$ cat src/rtl/register_file.sv
// register_file
//   32 x 32-bit RV32I integer register file (x0..x31) with two combinational
//   read ports and one synchronous write port. x0 has no storage and always
//   reads zero. Reads never forward same-cycle write data; hazards are
//   resolved by the pipeline.
//
// Ports
//   i_clk     clock; state updates on the rising edge
//   i_rst_n   asynchronous active-low reset; clears x1..x31
//   i_Rnum1   read port 1 index (rs1)
//   i_Rnum2   read port 2 index (rs2)
//   i_Wen     write enable, sampled at the rising edge
//   i_Wnum    write index (rd); writes to index 0 are dropped
//   i_Wd      write data
//   o_Rd1     contents of register i_Rnum1 (0 for index 0)
//   o_Rd2     contents of register i_Rnum2 (0 for index 0)
module register_file #(
    parameter int unsigned DATA_WIDTH = 32,
    parameter int unsigned ADDR_WIDTH = 5
) (
    input  logic                  i_clk,
    input  logic                  i_rst_n,
    input  logic [ADDR_WIDTH-1:0] i_Rnum1,
    input  logic [ADDR_WIDTH-1:0] i_Rnum2,
    input  logic                  i_Wen,
    input  logic [ADDR_WIDTH-1:0] i_Wnum,
    input  logic [DATA_WIDTH-1:0] i_Wd,
    output logic [DATA_WIDTH-1:0] o_Rd1,
    output logic [DATA_WIDTH-1:0] o_Rd2
);

    localparam int unsigned DEPTH = 2 ** ADDR_WIDTH;

    // Storage starts at index 1: x0 is implied by the read mux defaults.
    logic [DATA_WIDTH-1:0] regs_q [1:DEPTH-1];
    logic [DATA_WIDTH-1:0] regs_d [1:DEPTH-1];

    always_comb begin
        for (int unsigned i = 1; i < DEPTH; i++) begin
            regs_d[i] = regs_q[i];
            if (i_Wen && (i_Wnum == ADDR_WIDTH'(i))) begin
                regs_d[i] = i_Wd;
            end
        end
    end

    always_ff @(posedge i_clk or negedge i_rst_n) begin
        if (!i_rst_n) begin
            for (int unsigned i = 1; i < DEPTH; i++) begin
                regs_q[i] <= '0;
            end
        end else begin
            for (int unsigned i = 1; i < DEPTH; i++) begin
                regs_q[i] <= regs_d[i];
            end
        end
    end

    // Read muxes default to zero, which covers index 0 without storage.
    always_comb begin
        o_Rd1 = '0;
        o_Rd2 = '0;
        for (int unsigned i = 1; i < DEPTH; i++) begin
            if (i_Rnum1 == ADDR_WIDTH'(i)) begin
                o_Rd1 = regs_q[i];
            end
            if (i_Rnum2 == ADDR_WIDTH'(i)) begin
                o_Rd2 = regs_q[i];
            end
        end
    end

endmodule

$ cat config.mk
export PLATFORM = sky130hd
export DESIGN_NAME = register_file
export DESIGN_NICKNAME = d
export VERILOG_FILES = /design/src/rtl/register_file.sv
export SDC_FILE = /design/constraint.sdc
export NUM_CORES = 2
export LEC_CHECK = 0
export ABC_AREA = 1
export CORE_MARGIN = 3
export CORE_UTILIZATION = 47
export DETAILED_ROUTE_END_ITERATION = 12
export PLACE_DENSITY = 0.66
export RECOVER_POWER = 50
export SETUP_SLACK_MARGIN = 0.02
export SYNTH_ARGS = -nofsm -noshare
export SYNTH_HDL_FRONTEND = slang
export SYNTH_SLANG_ARGS = --single-unit
$ cat constraint.sdc
create_clock -name i_clk -period 2.9 [get_ports i_clk]
set_clock_uncertainty 0.1 [all_clocks]
set_input_delay 0.58 -clock i_clk [delete_from_list [all_inputs] [get_ports i_clk]]
set_output_delay 0.58 -clock i_clk [all_outputs]
set_load 0.005 [all_outputs]
# After elaboration in Yosys (flattened, before gate mapping)
# Cells that the tools add are included.
[totals]
ff_bits = 992
inputBits = 50
output_inout_bits = 64
wordCells = 217
[op_classes]
n_eq_ne = 93
muxes = 62
n_reduce_logical = 31
[ops]
columns = ["cell", "n"]
rows = [
  ["$mux 32", 62],
  ["$eq 5x5->1 const B", 48],
  ["$eq 5x4->1 const B", 24],
  ["$eq 5x3->1 const B", 12],
  ["$logic_and 1x1->1", 31],
  ["$eq 5x2->1 const B", 6],
  ["$eq 5x1->1 const B", 3],
]

# Depth between registers and ports, before layout
[depth]
ltp_word = 32
depth_mapped = 24
ltp_nobuf = 22

# Worst setup path before layout
# No wires, ideal clock.
[synth_path]
path_kind = "in2out"
startpoint = "input i_Rnum1[1]"
endpoint = "output o_Rd1[23]"
t_arrival_ns = 2.419
required_ns = 2.220
slack_ns = -0.199
cell_stages = 20
path_buffers = 2
cell_sequence = "buf_4 > inv_1 > nor2_1 > buf_4 > nand2_1 > nor2_2 > inv_1 > or2_2 > nand2_1 > nand4_1 > nor2_1 > nand4_1 > nor2_1 > nand4_1 > nand2_1 > nand3_1 > nand2_1 > nand4_1 > nor2_1 > nand3_1"
[synth_between]
elab_chain_len = 32
elab_cells_between_ends = 62
cone_classes = "31 x eq/ne; 31 x mux"
[synth_lines]
columns = ["element", "line_no", "text"]
rows = [
  ["start, declared", "23", "input logic [ADDR_WIDTH-1:0] i_Rnum1,"],
  ["$eq 5x1->1", "64", "if (i_Rnum1 == ADDR_WIDTH'(i)) begin"],
  ["$mux 32 (30 in a row)", "64", ""],
  ["$mux 32 *", "64", ""],
  ["end, declared", "28", "output logic [DATA_WIDTH-1:0] o_Rd1,"],
]
# Every way passes the cells marked *; elsewhere a longest branch is shown, timed or not.

# Final worst setup path
[layout_path]
startpoint = "register regs_q[970] (netlist name)"
endpoint = "output o_Rd1[10]"
[layout_between]
elab_chain_len = 31
[layout_lines]
columns = ["element", "line_no", "text"]
rows = [
  ["start, declared", "35", "logic [DATA_WIDTH-1:0] regs_q [1:DEPTH-1];"],
  ["start signal, assigned by index", "54", "regs_q[i] <= regs_d[i];"],
  ["$mux 32 (31 in a row)", "64", ""],
]
# No other way between the ends.

==> flow_summary_export.csv <==
group,metric,value,unit
synthesis,synthCells,7143,
sta,slew_headroom,-0.1129,
critical_path,crit_start,"regs_q[970]",
critical_path,startpoint_type,"flop",
place,dp_hpwl,143400,um
sta,final-setup-viol-count,64,
power_and_ir_drop,ir_drop,0.5407,mV
clocking,clk_pin_slew,60,ps
critical_path,cp_data_arrival_time,4020,ps
critical_path,cp.required,2220,ps
global_route,grt_max_degree,96,
route,dr.pass1.iters,8,
synthesis,ys_warn_count,0,
worst_hold_path,whs_path_depth,2,
synthesis,synthesis.nets,7193,
critical_path,crit_path_end_kind,"output pin",
critical_path,crit_fanout,2,
critical_path,r2r_end,"regs_q[952]",
critical_path,r2r-start,"regs_q[952]",
clocking,clock_sinks,992,
power_and_ir_drop,cellPowerDensity,605.3,nW/um2
die,pin_count,114,
global_route,grt_antenna_before_repair,4,
sta,clock.fmax,0.2127,GHz
synthesis,ys_seq_area_frac,0.4856,
route,drtIter0Drc,7885,
layout,fillers,9286,
critical_path,crit_type,"reg2out",
sta,worstMarginPinSlew,1669,ps
clocking,cts_tree,"yes",
synthesis,ys_types,23,
layout,fin_area,66900,um2
route,drc,0,
sta,timing.final.ws_setup,-1801,ps
route,wl,207300,um
worst_hold_path,worstHoldPathType,"reg2reg",
layout,layout_commonest_cell,"nand2_1",
critical_path,reg2reg_slack,1820,ps
place,post_dp_cell_area,59840,um2
die,die_area,112800,um2
route,routedWlPerCell,22.31,um
status,status,"finished with violations",
synthesis,syn_area_per_cell,7.156,um2
global_route,track_usage,0.3608,
die,num_rows,120,
die,die_x,335.8,um
clocking,htreeDepth,3,
synthesis,synth-seq-cells,992,
job,maxCapViolCount,1,
critical_path,crit_end,"o_Rd1[10]",
critical_path,reg2reg_depth,4,
global_route,grt_pass1_vias,49930,
sta,final-hold-violation-count,0,
layout,drive_above_1_share,0.2242,
place,gp_congestion,0.9736,
layout,syn_to_final_growth,30.87,%
die,chipHeight,335.8,um
clocking,cts_max_path_buffers,3,
sta,period_needed,4701,ps
global_route,grt_pass1_wl,311700,um
place,portBuffers,113,
sta,drv_slew,53,
clocking,cts_buffers,107,
layout,largest_register_ffs,992,
global_route,grt_overflow,0,
layout,top_regs,"regs_q: 992 flops",
layout,finalNetCount,7844,
sta,finalCritPeriodShare,1.621,
die,initial_core_util,0.4755,
route,drt-vias-per-instance,5.774,
layout,layout.cells.most_common_list,"nand2_1 (2433), o21ai_0 (1028), dfrtp_1 (992), buf_4 (634), nand4_1 (511)",
clocking,root_buffer,"clkbuf_16",
die,fp.coreArea,107500,um2
route,vias,53640,
synthesis,syn_area,51120,um2
sta,rsz0062_at_grt,"true",
route,postRouteAntennaNets,0,
power_and_ir_drop,p_leak,0.03140,uW
layout,largest-register,"regs_q",
sta,tns,-92010,ps
status,violations,"capacitance limit, slew limit, setup timing",
clocking,worstSkewPairLatency,730,ps
-- cell type report --
type	count	area, um2	share of cell area
flip-flops and latches	992	24820	0.3711
multi-input cells	5155	24450	0.3656
repair buffers	1033	10120	0.1513
clock buffers	153	3112	0.04652
inverters	505	1977	0.02955
well taps	1403	1755	0.02624
clock inverters	49	648.1	0.009688
diodes	1	2.502	0.00003741
-- per-stage QoR --
step           cells    util  setup slack [ps]  total power, uW  hold WS [ps]
2_1_floorplan   7143       -            -71.63            21500         184.4
3_3_place_gp    8963  0.5566             -2706            25150         364.8
3_5_place_dp    8963  0.5566             -2678            25430         372.4
4_1_cts         9252  0.6133             -1812            40310         304.2
5_1_grt         9291  0.6223             -1777            42230         395.0
6_report        9291  0.6223             -1801            40490         385.1
-- synth_stat cells --
library cell,count,area share
nand2_1,2602,0.19
o21ai_0,1046,0.10
dfrtp_1,992,0.49
nor2_1,697,0.051
nand4_1,511,0.063
inv_1,491,0.036
clkbuf_1,439,0.032
nand3_1,90,0.0088
a21oi_1,78,0.0076
or2_2,68,0.0083
buf_2,35,0.0034
nor3_1,28,0.0027
buf_1,11,0.00081
or2_0,10,0.0012
clkinv_1,7,0.00051
inv_2,7,0.00051
buf_4,6,0.00088
nor2_2,6,0.00073
nor3_2,6,0.0012
o2111ai_1,6,0.0010
or2_1,3,0.00037
nand2_2,2,0.00024
nor2_4,2,0.00044
-- routing by layer --
layer | track usage | share of wire | wire, um | up-vias
met3 | 0.06011 | 0.099 | 20540 | 665
met5 | 0 | 0 | 0 | -
li1 | - | - | - | 24330
met4 | 0.2124 | 0.071 | 14820 | 0
met1 | 0.4866 | 0.39 | 80950 | 25460
met2 | 0.5499 | 0.44 | 91000 | 3194
-- repair_timing --
| item | CTS | global route |
|---|---|---|
| pin swaps | 749 | 750 |
| setup buffers | 91 | 52 |
| hold buffers | 1 | 0 |
| setup endpoints to repair | 64 | 64 |
| endpoints found under the hold margin | 38 | 0 |
| resized for setup | 819 | 255 |
| gates cloned | 8 | 3 |
-- how the worst min path moves through the flow --
| stage | to | startpoint | slack [ps] |
|---|---|---|---|
| after floorplan | regs_q[0] | i_rst_n | 180 |
| after global placement | regs_q[772] | regs_q[772] | 360 |
| after detailed placement | regs_q[516] | regs_q[516] | 370 |
| after CTS | regs_q[811] | i_rst_n | 300 |
| after global routing | regs_q[143] | regs_q[143] | 390 |
| final | regs_q[520] | regs_q[520] | 390 |
-- critical path: stages (launching register included) --
cell and delay (ps):
dfrtp_1 410, nand4_1 130, nand3_2 130, nor2_1 120
nand4_1 230, nor2_1 160, nand4_1 190, nor2_2 170
nand4_1 160, nor2_2 170, nand4_1 130, nor2_2 210
nand4_1 250, nor2_2 180, nand4_1 170, nor2_2 160
nand4_1 140, buf_2 170
-- cell families after synthesis --
family                 Yosys count  synth area share
DFF                            992            0.4856
and+or+nand+nor               4025            0.3289
buffers and inverters          996           0.07444
AOI/OAI and AO/OA             1130            0.1111
-- where the power goes --
| group | leakage (uW) | switching [uW] | total, uW | internal (uW) |
|---|---|---|---|---|
| Clock | 0.00186 | 6150 | 14600 | 8490 |
| Combinational | 0.0167 | 4390 | 7420 | 3030 |
| Sequential | 0.0129 | 2010 | 18400 | 16400 |
| Total | 0.0314 | 12500 | 40500 | 27900 |
(Power assumes the default switching activity.)
